`config.mk`:
```
export PLATFORM = sky130hd
export DESIGN_NAME = syscall_ctrl
export DESIGN_NICKNAME = d
export VERILOG_FILES = /design/src/rtl/syscall_ctrl.sv
export SDC_FILE = /design/constraint.sdc
export NUM_CORES = 1
export LEC_CHECK = 0
export CAP_MARGIN = 20
export CORE_MARGIN = 10
export CORE_UTILIZATION = 49
export DETAILED_ROUTE_END_ITERATION = 8
export PLACE_DENSITY = 0.79
export SLEW_MARGIN = 20
export SYNTH_ARGS = -nofsm -noshare
export SYNTH_HDL_FRONTEND = slang
export SYNTH_SLANG_ARGS = --single-unit
```
`constraint.sdc`:
```
create_clock -name clk -period 4.3 [get_ports clk]
set_clock_uncertainty 0.05 [all_clocks]
set_input_delay 0.645 -clock clk [delete_from_list [all_inputs] [get_ports clk]]
set_output_delay 0.645 -clock clk [all_outputs]
set_load 0.005 [all_outputs]
```
`src/rtl/syscall_ctrl.sv`:
```
// syscall_ctrl: services MIPS syscall in EX (print int/string, exit), freezing the pipeline.
// Build option: define SYSCALL_PRINT_CHAR_EN to add the print-char service (code 11).
module syscall_ctrl #(
  parameter logic [31:0] STR_LO    = 32'h00400000,
  parameter logic [31:0] STR_HI    = 32'h00400400,
  parameter int unsigned MAX_WORDS = 256
) (
  input  logic        clk,
  input  logic        reset,
  input  logic        sys_req,
  input  logic [31:0] regv,
  input  logic [31:0] rega,
  output logic        stall,
  output logic        done,
  output logic        mem_rd,
  output logic [29:0] mem_addr,
  input  logic [31:0] mem_rdata,
  output logic [7:0]  char_out,
  output logic        char_valid,
  input  logic        char_ready,
  output logic [31:0] int_out,
  output logic        int_valid,
  output logic        err,
  output logic        exit_out
);

  localparam int unsigned CntW = $clog2(MAX_WORDS) + 1;
  localparam logic [CntW-1:0] MaxCnt = CntW'(MAX_WORDS);

  typedef enum logic [2:0] {
    StIdle, StInt, StFetch, StLatch, StEmit, StDone, StHalt, StPchar
  } state_e;

  state_e          state_q, state_d;
  logic            armed_q, armed_d;
  logic            err_q, err_d;
  logic [31:0]     arg_q, arg_d;
  logic [29:0]     loc_q, loc_d;
  logic [CntW-1:0] word_cnt_q, word_cnt_d;
  logic [1:0]      byte_idx_q, byte_idx_d;
  logic [31:0]     word_buf_q, word_buf_d;
  logic [7:0]      cur_byte;
  logic            accept;
  logic            ptr_ok;

  always_comb begin
    unique case (byte_idx_q)
      2'd0: cur_byte = word_buf_q[7:0];
      2'd1: cur_byte = word_buf_q[15:8];
      2'd2: cur_byte = word_buf_q[23:16];
      2'd3: cur_byte = word_buf_q[31:24];
      default: cur_byte = 8'h00;
    endcase
  end

  // A held sys_req gets one service: armed only re-sets after sys_req is seen low in idle.
  assign accept = (state_q == StIdle) && sys_req && armed_q;
  assign ptr_ok = (rega > STR_LO) && (rega < STR_HI);

  always_comb begin
    state_d    = state_q;
    armed_d    = armed_q;
    err_d      = 1'b0;
    arg_d      = arg_q;
    loc_d      = loc_q;
    word_cnt_d = word_cnt_q;
    byte_idx_d = byte_idx_q;
    word_buf_d = word_buf_q;
    case (state_q)
      StIdle: begin
        if (!sys_req) begin
          armed_d = 1'b1;
        end else if (armed_q) begin
          arg_d = rega;
          if (regv == 32'd1) begin
            state_d = StInt;
          end else if (regv == 32'd4) begin
            if (ptr_ok) begin
              state_d    = StFetch;
              loc_d      = rega[31:2];
              word_cnt_d = '0;
            end else begin
              state_d = StDone;
              err_d   = 1'b1;
            end
          end else if (regv == 32'd10) begin
            state_d = StHalt;
`ifdef SYSCALL_PRINT_CHAR_EN
          end else if (regv == 32'd11) begin
            state_d = StPchar;
`endif
          end else begin
            state_d = StDone;
          end
        end
      end
      StInt:   state_d = StDone;
      StFetch: state_d = StLatch;
      StLatch: begin
        word_buf_d = mem_rdata;
        byte_idx_d = 2'd0;
        word_cnt_d = word_cnt_q + CntW'(1);
        state_d    = StEmit;
      end
      StEmit: begin
        if (cur_byte == 8'h00) begin
          state_d = StDone;
        end else if (char_ready) begin
          byte_idx_d = byte_idx_q + 2'd1;
          if (byte_idx_q == 2'd3) begin
            if (word_cnt_q == MaxCnt) begin
              state_d = StDone;
              err_d   = 1'b1;
            end else begin
              loc_d   = loc_q + 30'd1;
              state_d = StFetch;
            end
          end
        end
      end
      StDone: begin
        armed_d = 1'b0;
        state_d = StIdle;
      end
      StHalt: state_d = StHalt;
      StPchar: begin
`ifdef SYSCALL_PRINT_CHAR_EN
        if (char_ready) state_d = StDone;
`else
        state_d = StIdle;
`endif
      end
      default: state_d = StIdle;
    endcase
  end

  always_ff @(posedge clk or posedge reset) begin
    if (reset) begin
      state_q    <= StIdle;
      armed_q    <= 1'b1;
      err_q      <= 1'b0;
      arg_q      <= '0;
      loc_q      <= '0;
      word_cnt_q <= '0;
      byte_idx_q <= '0;
      word_buf_q <= '0;
    end else begin
      state_q    <= state_d;
      armed_q    <= armed_d;
      err_q      <= err_d;
      arg_q      <= arg_d;
      loc_q      <= loc_d;
      word_cnt_q <= word_cnt_d;
      byte_idx_q <= byte_idx_d;
      word_buf_q <= word_buf_d;
    end
  end

  // Outputs decode registered state only, so they hold steady under backpressure.
  assign stall      = ((state_q != StIdle) && (state_q != StDone)) || accept;
  assign done       = (state_q == StDone);
  assign err        = err_q;
  assign exit_out   = (state_q == StHalt);
  assign int_valid  = (state_q == StInt);
  assign int_out    = int_valid ? arg_q : 32'h0;
  assign mem_rd     = (state_q == StFetch);
  assign mem_addr   = mem_rd ? loc_q : 30'h0;

  always_comb begin
    char_out   = 8'h00;
    char_valid = 1'b0;
    if (state_q == StEmit) begin
      char_out   = cur_byte;
      char_valid = (cur_byte != 8'h00);
    end else if (state_q == StPchar) begin
      char_out   = arg_q[7:0];
      char_valid = 1'b1;
    end
  end

endmodule

```
### Word-level counts from Yosys, hierarchy flattened

Index checks and enable logic that the tools add are counted.

| operators by class | value |
|---|---|
| add/subtract/negate cells | 3 |
| multipliers | 0 |
| divide/modulo/power cells | 0 |
| $lt $le $gt $ge | 2 |
| eq/ne operators | 27 |
| shifts and indexed selects | 0 |
| muxes and demuxes | 49 |
| bitwise logic cells | 0 |
| reduce and logical (&&, ||, !) cells | 21 |

Operators with widths:

| operator | count |
|---|---|
| two-way mux 30 bit | 10 |
| one-hot mux 30 bit (2 select lines) | 1 |
| two-way mux 9 bit | 5 |
| == test 32 x 1 -> 1 bit (second input constant) | 1 |
| == test 32 x 3 -> 1 bit (second input constant) | 1 |
| == test 32 x 4 -> 1 bit (second input constant) | 1 |
| > comparator 32 x 23 -> 1 bit (second input constant) | 1 |
| < comparator 32 x 23 -> 1 bit (second input constant) | 1 |
| two-way mux 32 bit | 1 |
| one-hot mux 8 bit (4 select lines) | 1 |
| adder 30 x 1 -> 30 bit (second input constant) | 1 |
| two-way mux 3 bit | 9 |
| one-hot mux 3 bit (7 select lines) | 1 |
| != test 2 bit (second input constant) | 9 |
| one-hot mux 9 bit (2 select lines) | 1 |
| two-way mux 8 bit | 2 |
| == test 3 bit (second input constant) | 4 |
| two-way mux 1 bit | 12 |
| AND reduction 10 bit | 1 |
| adder 9 x 1 -> 9 bit (second input constant) | 1 |
| == test 9 bit (second input constant) | 1 |
| != test 3 bit (second input constant) | 3 |
| logical NOT 8 bit | 1 |
| nonzero test 2 bit | 4 |
| other kinds (20) | 29 |

| word-level totals | value |
|---|---|
| register bits | 110 |
| latch bits | 0 |
| memory bits (writable) | 0 |
| ROM bits | 0 |
| input bits | 100 |
| word-level logic and storage cells | 110 |
| memories kept | 0 |

### Longest topological paths before layout

Gate-level depths: netlist of the first run.

| logic depth | value |
|---|---|
| depth in word-level cells | 8 |
| depth in mapped cells | 12 |
| gate-level depth less buffers | 9 |

### Worst setup path after synthesis of the first run

OpenSTA, ideal clock, no wires.

| timing path | value |
|---|---|
| kind | register to output |
| start point | register byte_idx_q[0] |
| end point | output char_valid |
| data arrival time | 1976 ps |
| data required time | 3605 ps |
| setup slack | 1629 ps |
| stages on the path, launching flop included | 10 |
| path buffers | 1 |
| cell sequence | dfrtp_1 inv_1 ha_1 buf_6 a222oi_1 mux2i_1 nor4_4 nand2_1 a21oi_1 nor2b_1 |

| on the way | value |
|---|---|
| cells in the longest elaborated chain, start to end | 4 |
| elaborated cells between the ends (all ways) | 7 |
| classes of those cells | eq/ne: 3; mux: 2; reduce/logical: 2 |

RTL lines:

| what | line | RTL |
|---|---|---|
| start: declaration | 40 | `logic [1:0] byte_idx_q, byte_idx_d;` |
| start signal: assignment | 154 | `byte_idx_q <= byte_idx_d;` |
| == test 2 bit, or another cell as far along | 47 | `unique case (byte_idx_q)` |
| one-hot mux 8 bit (4 select lines) (*) | 47 |  |
| nonzero test 8 bit (*) | 174 | `char_valid = (cur_byte != 8'h00);` |
| two-way mux 1 bit (*) | 172 | `if (state_q == StEmit) begin` |
| end: declaration | 19 | `output logic char_valid,` |

Every way passes the cells marked *; elsewhere a longest branch is shown, timed or not.

### Worst setup path in the final report of the first run

Same ends and word-level chain as after synthesis.

==> impl_results.html, run 1 <==
<table>
<tr><th>Metric</th><th>Value</th></tr>
<tr><th colspan="2">Status</th></tr>
<tr><td>Status</td><td>complete, no violations</td></tr>
<tr><th colspan="2">Critical path</th></tr>
<tr><td>Crit path largest cell delay</td><td>slightly above 500 ps</td></tr>
<tr><td>Crit path max-delay cell type</td><td>nor4_2</td></tr>
<tr><td>Worst endpoint required time</td><td>3610 ps</td></tr>
<tr><td>CP Capture Type</td><td>output port</td></tr>
<tr><td>CP Launch Type</td><td>register</td></tr>
<tr><td>Crit path max fanout</td><td>14</td></tr>
<tr><td>Chain of cells forming the critical path</td><td>inv_1 &gt; ha_1 &gt; nor2b_1 &gt; a21oi_1 &gt; nor4_2 &gt; nand2_1 &gt; a21oi_1 &gt; nor2b_1 &gt; clkdlybuf4s50_1</td></tr>
<tr><td>Arrival time reported for the critical path endpoint</td><td>3180 ps</td></tr>
<tr><td>Kind of critical path</td><td>register to output port</td></tr>
<tr><th colspan="2">Synth</th></tr>
<tr><td>Gate count of the mapped netlist</td><td>712</td></tr>
<tr><td>Number of register bits inferred by synthesis</td><td>110</td></tr>
<tr><td>Syn_nets</td><td>819</td></tr>
<tr><td>Portion of the post-synthesis area used by sequential elements</td><td>42.8%</td></tr>
<tr><td>Post-synth top area share</td><td>between 40% and 50%</td></tr>
<tr><td>Top FF cell, synth</td><td>dfrtp_1</td></tr>
<tr><td>Count of flip-flops with a built-in enable after synthesis</td><td>0</td></tr>
<tr><td>Post-synthesis area per instance</td><td>9.05 um2</td></tr>
<tr><td>Synth top area cells</td><td>dfrtp_1 42%, nand2_1 7.8%, and2_1 6.6%</td></tr>
<tr><td>Mapped Area</td><td>0.00644 mm2</td></tr>
<tr><td>Largest area contributor in the netlist</td><td>dfrtp_1</td></tr>
<tr><td>Netlist cell types</td><td>69</td></tr>
<tr><td>Synthesis Warnings</td><td>0</td></tr>
<tr><td>Asr flop ratio synth</td><td>100%</td></tr>
<tr><th colspan="2">Worst hold path</th></tr>
<tr><td>Class of the tightest hold or removal check</td><td>register to register</td></tr>
<tr><th colspan="2">Timing</th></tr>
<tr><td>Final Hold Slack</td><td>432 ps</td></tr>
<tr><td>Shortest period the worst path allows</td><td>about 3900 ps</td></tr>
<tr><td>Endpoints failing hold</td><td>0</td></tr>
<tr><td>Worst-margin pin slew</td><td>942 ps</td></tr>
<tr><td>Unrepaired setup endpoints after global routing</td><td>false</td></tr>
<tr><td>Setup TNS Final</td><td>0 ps</td></tr>
<tr><td>Final setup violation count</td><td>0</td></tr>
<tr><td>Worst slew margin relative to its limit</td><td>a little under two fifths</td></tr>
<tr><td>Achievable frequency</td><td>0.258 GHz</td></tr>
<tr><td>Number of slew-limit violations in the final report</td><td>0</td></tr>
<tr><td>Period utilisation layout</td><td>between 90 and 100%</td></tr>
<tr><td>Slack of the critical path</td><td>426 ps</td></tr>
<tr><th colspan="2">Clock tree</th></tr>
<tr><td>Clock root cell</td><td>clkbuf_16</td></tr>
<tr><td>Insertion delay of the later-clocked pin in the worst-skew pair</td><td>360 ps</td></tr>
<tr><td>H-Tree Depth</td><td>3</td></tr>
<tr><td>Total of hold buffers inserted after clock tree synthesis</td><td>0</td></tr>
<tr><td>CTS-repair resized insts</td><td>0</td></tr>
<tr><td>CTS tree</td><td>done</td></tr>
<tr><td>Number of buffers between clock root and the deepest sink</td><td>2</td></tr>
<tr><td>Inserted Clock Buffers</td><td>9</td></tr>
<tr><td>Sink count of the clock tree</td><td>110</td></tr>
<tr><td>Post-CTS Repair Setup Buffers</td><td>0</td></tr>
<tr><td>Clock-pin transition on the worst setup and hold timing paths</td><td>80 ps</td></tr>
<tr><th colspan="2">Place</th></tr>
<tr><td>Input/output buffers</td><td>~180</td></tr>
<tr><td>Worst-case setup slack after placement</td><td>843 ps</td></tr>
<tr><td>Post-DP HPWL</td><td>between 10000 and 15000 um</td></tr>
<tr><td>Routability congestion estimate</td><td>0.927</td></tr>
<tr><th colspan="2">Global route</th></tr>
<tr><td>Antenna violations before repair</td><td>0</td></tr>
<tr><td>First-pass GRT wire length</td><td>30900 um</td></tr>
<tr><td>Grt total ovfl</td><td>0</td></tr>
<tr><td>Tot GR Track Use</td><td>20.8%</td></tr>
<tr><td>Vias in the first global route</td><td>a little under 6000</td></tr>
<tr><td>Maximum number of pins on one net before global-route repair</td><td>between 80 and 90</td></tr>
<tr><th colspan="2">Floorplanning</th></tr>
<tr><td>I/O pin count</td><td>177</td></tr>
<tr><td>DIE AREA</td><td>roughly 0.018 mm2</td></tr>
<tr><td>Initial Util</td><td>50.6%</td></tr>
<tr><td># rows</td><td>41</td></tr>
<tr><td>Area of the core</td><td>between 0.01 and 0.015 mm2</td></tr>
<tr><td>Height of the chip</td><td>135 um</td></tr>
<tr><td>Die width</td><td>135 um</td></tr>
<tr><th colspan="2">Power and ir drop</th></tr>
<tr><td>Max VDD drop</td><td>0.438 mV</td></tr>
<tr><td>Power per cell area</td><td>607 mW/mm2</td></tr>
<tr><td>Static leakage power</td><td>3.48 nW</td></tr>
<tr><td>Final total power</td><td>5.16 mW</td></tr>
<tr><th colspan="2">Layout</th></tr>
<tr><td>Final-layout fill cell count</td><td>1043</td></tr>
<tr><td>Area added between synthesis and finish</td><td>32.0%</td></tr>
<tr><td>Share of post-route cells with drive strength above 1</td><td>10.6%</td></tr>
<tr><td>Count of inserted antenna diode cells</td><td>0</td></tr>
<tr><td>Layout Nets</td><td>969</td></tr>
<tr><th colspan="2">Detailed routing</th></tr>
<tr><td>Routed Antenna Nets</td><td>0</td></tr>
<tr><td>First-pass iteration count of the detailed router</td><td>5</td></tr>
<tr><td>Routed wire length</td><td>19600 um</td></tr>
<tr><td># DRC</td><td>0</td></tr>
<tr><td>Violation count after the first detailed-routing iteration</td><td>442</td></tr>
<tr><td>Via-per-instance ratio</td><td>5.71</td></tr>
<tr><td>Total via count in the routed design</td><td>5932</td></tr>
<tr><td>Detailed-route wire length per cell</td><td>18.8 um</td></tr>
<tr><th colspan="2">Job</th></tr>
<tr><td>Number of max-cap violations</td><td>0</td></tr>
</table>
-- placed cells by master, fill, tap and decap left out, types with 3 or more instances in the layout --
cell / n
o22ai_1: 11
a211oi_2: 3
a311o_1: 3
a21oi_1: 59
and4_1: 4
a31o_2: 5
clkbuf_16: 9
mux2_2: 32
nand4_1: 9
ha_1: 7
nand2_1: 133
inv_6: 4
o21ai_0: 37
inv_1: 7
nor2_1: 25
clkdlybuf4s50_1: 176
a22oi_1: 15
nor3_1: 4
nor4_1: 13
a2bb2oi_1: 7
mux2i_1: 3
nor2b_1: 17
and2_1: 68
and3_1: 9
nand3_1: 21
a22o_1: 3
a31oi_1: 4
or3_1: 3
buf_4: 12
dfrtp_1: 109
-- logic make-up after synthesis --
| group | Yosys count | synth area share (%) |
|---|---|---|
| compound gates | 171 | 17.3 |
| xor+xnor | 1 | 0.136 |
| fa+ha+maj | 7 | 1.36 |
| buf+inv | 57 | 5.42 |
| flops | 110 | 42.8 |
| mux | 35 | 6.06 |
| simple gates | 331 | 27.0 |
-- per-stage QoR --
| stage | std cells | util (%) | area [um2] |
|---|---|---|---|
| floorplan | 712 | - | 6440 |
| global placement | 1023 | 64.5 | 8210 |
| CTS | 1039 | 66.8 | 8500 |
| finish | 1039 | 66.8 | 8500 |
| detailed placement | 1023 | 64.5 | 8210 |
| global route | 1039 | 66.8 | 8500 |
-- registers in the layout, summed over array words and instances (netlist names) --
register / flops
word_buf_q: 32
loc_q: 30
byte_idx_q: 2
state_q: 3
arg_q: 32
word_cnt_q: 9
armed_q: 1
err: 1
-- worst paths after layout --
check	end	slack, ps	startpoint	cells past startpoint
min in group asynchronous	arg_q[10]	770	reset	2
setup reg to reg	loc_q[29]	1190	byte_idx_q[0]	10
setup / recovery	char_valid	430	byte_idx_q[0]	9
max in group asynchronous	word_buf_q[11]	2600	reset	3
hold / removal	word_cnt_q[8]	430	word_cnt_q[8]	1
hold reg to reg	word_cnt_q[8]	430	word_cnt_q[8]	1
-- synth_stat cells, types with 11 or more instances --
master / n
a22oi_1: 15
a21oi_1: 59
nor2b_1: 18
dfrtp_1: 109
o21ai_0: 37
and2_1: 68
nor4_1: 13
clkbuf_1: 25
nand3_1: 21
mux2_2: 32
o22ai_1: 11
nand2_1: 133
nor2_1: 26
-- worst max-delay path, delay by kind of cell, from the launching register on --
kind                       cells  cell delay (ps)
DFF                            1              430
and+or+nand+nor                4             1070
buffers and inverters          2              590
AOI/OAI and AO/OA              2              270
adders and majority gates      1              460
-- cell type report --
| class | count | area, um2 | area share (%) |
|---|---|---|---|
| Tap cell | 172 | 215 | 2.53 |
| Inverter | 8 | 35.0 | 0.412 |
| Multi-Input combinational cell | 545 | 3360 | 39.5 |
| Timing Repair Buffer | 188 | 1850 | 21.8 |
| Clock inverter | 7 | 65.1 | 0.765 |
| Clock buffer | 9 | 225 | 2.65 |
| Sequential cell | 110 | 2750 | 32.4 |
-- routing by layer --
layer / global-route usage (%) / up-vias / wire length, um
met2: 34.4 / 209 / 9620
met5: 0 / - / 0
met4: 6.65 / 0 / 304
met1: 26.3 / 2877 / 8370
li1: - / 2825 / -
met3: 4.67 / 21 / 1280
-- power breakdown --
group          internal, mW  total [mW]  switching, mW
Sequential             1.55        2.01          0.458
Clock                 0.409       0.833          0.423
Combinational          1.17        2.32           1.16
No activity file was read; power rests on OpenSTA's default activity.
==> run 2: changes to the inputs <==
--- a/config.mk
+++ b/config.mk
@@ -6,7 +6,6 @@
 export NUM_CORES = 1
 export LEC_CHECK = 0
 export CAP_MARGIN = 20
-export CORE_MARGIN = 10
 export CORE_UTILIZATION = 49
 export DETAILED_ROUTE_END_ITERATION = 8
 export PLACE_DENSITY = 0.79
==> impl_results.html, run 2 (synthesis results as in run 1) <==
<table>
<tr><th>Metric</th><th>Value</th></tr>
<tr><th colspan="2">Status</th></tr>
<tr><td>Status</td><td>complete, no violations</td></tr>
<tr><th colspan="2">Layout</th></tr>
<tr><td>Registers with the most flip-flops</td><td>arg_q: 32 flops, word_buf_q: 32 flops, loc_q: 30 flops</td></tr>
<tr><td>Post-route cell area</td><td>0.00851 mm2</td></tr>
<tr><td>Share of post-route cells with drive strength above 1</td><td>10.5%</td></tr>
<tr><td>Area added between synthesis and finish</td><td>32.1%</td></tr>
<tr><td>Final-layout fill cell count</td><td>1061</td></tr>
<tr><td>Final core utilization</td><td>66.9%</td></tr>
<tr><td>Layout Nets</td><td>968</td></tr>
<tr><td>Commonest non-fill, non-tap cells in the layout</td><td>176 x clkdlybuf4s50_1, 133 x nand2_1, 109 x dfrtp_1</td></tr>
<tr><td>Most common cell after layout, fill and taps aside</td><td>clkdlybuf4s50_1</td></tr>
<tr><td>Count of inserted antenna diode cells</td><td>0</td></tr>
<tr><th colspan="2">Place</th></tr>
<tr><td>Input/output buffers</td><td>176</td></tr>
<tr><td>Post-DP HPWL</td><td>12900 um</td></tr>
<tr><td>Worst-case setup slack after placement</td><td>838 ps</td></tr>
<tr><td>Post-DP Area</td><td>0.00822 mm2</td></tr>
<tr><td>Routability congestion estimate</td><td>0.834</td></tr>
<tr><th colspan="2">Clock tree</th></tr>
<tr><td>H-Tree Depth</td><td>3</td></tr>
<tr><td>CTS tree</td><td>done</td></tr>
<tr><td>Post-CTS Repair Setup Buffers</td><td>0</td></tr>
<tr><td>Inserted Clock Buffers</td><td>9</td></tr>
<tr><td>Number of buffers between clock root and the deepest sink</td><td>2</td></tr>
<tr><td>Clock root cell</td><td>clkbuf_16</td></tr>
<tr><td>Sink count of the clock tree</td><td>110</td></tr>
<tr><td>Insertion delay of the later-clocked pin in the worst-skew pair</td><td>around 360 ps</td></tr>
<tr><td>Clock-pin transition on the worst setup and hold timing paths</td><td>about 80 ps</td></tr>
<tr><td>CTS-repair resized insts</td><td>0</td></tr>
<tr><td>Total of hold buffers inserted after clock tree synthesis</td><td>0</td></tr>
<tr><th colspan="2">Detailed routing</th></tr>
<tr><td>Total via count in the routed design</td><td>5955</td></tr>
<tr><td>Detailed-route wire length per cell</td><td>approximately 17 um</td></tr>
<tr><td>Violation count after the first detailed-routing iteration</td><td>365</td></tr>
<tr><td>Via-per-instance ratio</td><td>5.74</td></tr>
<tr><td>Routed Antenna Nets</td><td>0</td></tr>
<tr><td>First-pass iteration count of the detailed router</td><td>5</td></tr>
<tr><td>Routed wire length</td><td>roughly 18000 um</td></tr>
<tr><td># DRC</td><td>0</td></tr>
<tr><th colspan="2">Critical path</th></tr>
<tr><td>Gate family responsible for the most delay along the worst path</td><td>simple AND/OR/NAND/NOR gates</td></tr>
<tr><td>Crit path largest cell delay</td><td>510 ps</td></tr>
<tr><td>Kind of critical path</td><td>register to output port</td></tr>
<tr><td>Arrival time reported for the critical path endpoint</td><td>3140 ps</td></tr>
<tr><td>Crit path max-delay cell type</td><td>nor4_2</td></tr>
<tr><td>Worst Path Buf+Inv</td><td>2</td></tr>
<tr><td>Crit path max fanout</td><td>14</td></tr>
<tr><td>R2r worst-path depth</td><td>8</td></tr>
<tr><td>Worst endpoint required time</td><td>about 3600 ps</td></tr>
<tr><td>Worst-case register-to-register setup slack</td><td>~1200 ps</td></tr>
<tr><td>CP Capture Type</td><td>output port</td></tr>
<tr><td>Worst R2R End</td><td>loc_q[24]</td></tr>
<tr><td>Worst flop-to-flop path startpoint</td><td>loc_q[0]</td></tr>
<tr><td>Chain of cells forming the critical path</td><td>inv_1 &gt; ha_1 &gt; nor2b_1 &gt; a21oi_1 &gt; nor4_2 &gt; nand2_1 &gt; a21oi_1 &gt; nor2b_1 &gt; clkdlybuf4s50_1</td></tr>
<tr><td>CP Launch Type</td><td>register</td></tr>
<tr><th colspan="2">Global route</th></tr>
<tr><td>First-pass GRT wire length</td><td>roughly 28000 um</td></tr>
<tr><td>Vias in the first global route</td><td>5867</td></tr>
<tr><td>Maximum number of pins on one net before global-route repair</td><td>111</td></tr>
<tr><td>Grt total ovfl</td><td>0</td></tr>
<tr><td>Antenna violations before repair</td><td>0</td></tr>
<tr><td>Tot GR Track Use</td><td>27.2%</td></tr>
<tr><th colspan="2">Floorplanning</th></tr>
<tr><td>I/O pin count</td><td>roughly 180</td></tr>
<tr><td>Area of the core</td><td>0.0127 mm2</td></tr>
<tr><td>Die width</td><td>around 120 um</td></tr>
<tr><td># rows</td><td>41</td></tr>
<tr><td>Initial Util</td><td>50.6%</td></tr>
<tr><td>DIE AREA</td><td>0.0136 mm2</td></tr>
<tr><td>Height of the chip</td><td>~120 um</td></tr>
<tr><th colspan="2">Timing</th></tr>
<tr><td>Shortest period the worst path allows</td><td>3830 ps</td></tr>
<tr><td>Worst slew margin relative to its limit</td><td>54.6%</td></tr>
<tr><td>Slack of the critical path</td><td>roughly 470 ps</td></tr>
<tr><td>Final setup violation count</td><td>0</td></tr>
<tr><td>Worst-margin pin slew</td><td>680 ps</td></tr>
<tr><td>Achievable frequency</td><td>0.261 GHz</td></tr>
<tr><td>Endpoints failing hold</td><td>0</td></tr>
<tr><td>Setup TNS Final</td><td>0 ps</td></tr>
<tr><td>Final Hold Slack</td><td>430 ps</td></tr>
<tr><td>Number of slew-limit violations in the final report</td><td>0</td></tr>
<tr><td>Period utilisation layout</td><td>89.1%</td></tr>
<tr><td>Unrepaired setup endpoints after global routing</td><td>false</td></tr>
<tr><th colspan="2">Worst hold path</th></tr>
<tr><td>Hold Crit Start</td><td>word_buf_q[3]</td></tr>
<tr><td>Number of cells on the worst hold path</td><td>2</td></tr>
<tr><td>Endpoint, Worst Hold</td><td>word_buf_q[3]</td></tr>
<tr><td>Class of the tightest hold or removal check</td><td>register to register</td></tr>
<tr><th colspan="2">Job</th></tr>
<tr><td>Number of max-cap violations</td><td>0</td></tr>
<tr><th colspan="2">Power and ir drop</th></tr>
<tr><td>Static leakage power</td><td>3.48 nW</td></tr>
<tr><td>Power per cell area</td><td>603 mW/mm2</td></tr>
<tr><td>Max VDD drop</td><td>around 0.38 mV</td></tr>
</table>
run 2: cell count changes in the layout (fill, tap and decap cells not counted):
cell	change
clkinv_4	+2
buf_4	-2
buf_12	+1
inv_6	-3
inv_4	+1
run 2: layout make-up:
| class | instances | area, um2 | share of cell area, % |
|---|---|---|---|
| clock buffer | 9 | 225 | 2.65 |
| inverter | 8 | 32.5 | 0.382 |
| sequential | 110 | 2750 | 32.4 |
| tap | 172 | 215 | 2.53 |
| timing repair buffer | 187 | 1860 | 21.8 |
| multi-input combinational | 545 | 3360 | 39.5 |
| clock inverter | 7 | 65.1 | 0.765 |
run 2: where the power goes:
part / internal, mW / total [mW] / switching, mW
registers: 1.55 / 2.00 / 0.452
logic: 1.16 / 2.31 / 1.14
clock network: 0.407 / 0.823 / 0.416
run 2: worst max-delay path by stage:
stage	startpoint	endpoint	slack, ps	cells after the start
4_1_cts	byte_idx_q[0]	char_valid	450	9
2_1_floorplan	reset	arg_q[0]	700	1
3_5_place_dp	byte_idx_q[0]	char_valid	840	9
5_1_grt	byte_idx_q[0]	char_valid	160	9
3_3_place_gp	byte_idx_q[0]	char_valid	970	9
6_report	byte_idx_q[0]	char_valid	470	9
run 2: metal layers:
metal	vias to the layer above	wire length [um]	global-route usage [%]
met5	-	0	0
met3	36	1240	4.15
met1	2840	7520	36.2
met2	253	8650	43.7
met4	0	497	12.8
li1	2826	-	-
run 2: worst min-delay path, cell delays in order (launching register included):
cell     delay [ps]
dfrtp_1         350
nand2_1          50
nand2_1          50
run 2: per-stage QoR:
| stage | total power [mW] | std cells |
|---|---|---|
| detailed placement | 4.29 | 1022 |
| global placement | 4.19 | 1022 |
| finish | 5.13 | 1038 |
| floorplan | 3.47 | 712 |
| global route | 5.50 | 1038 |
| CTS | 5.14 | 1038 |
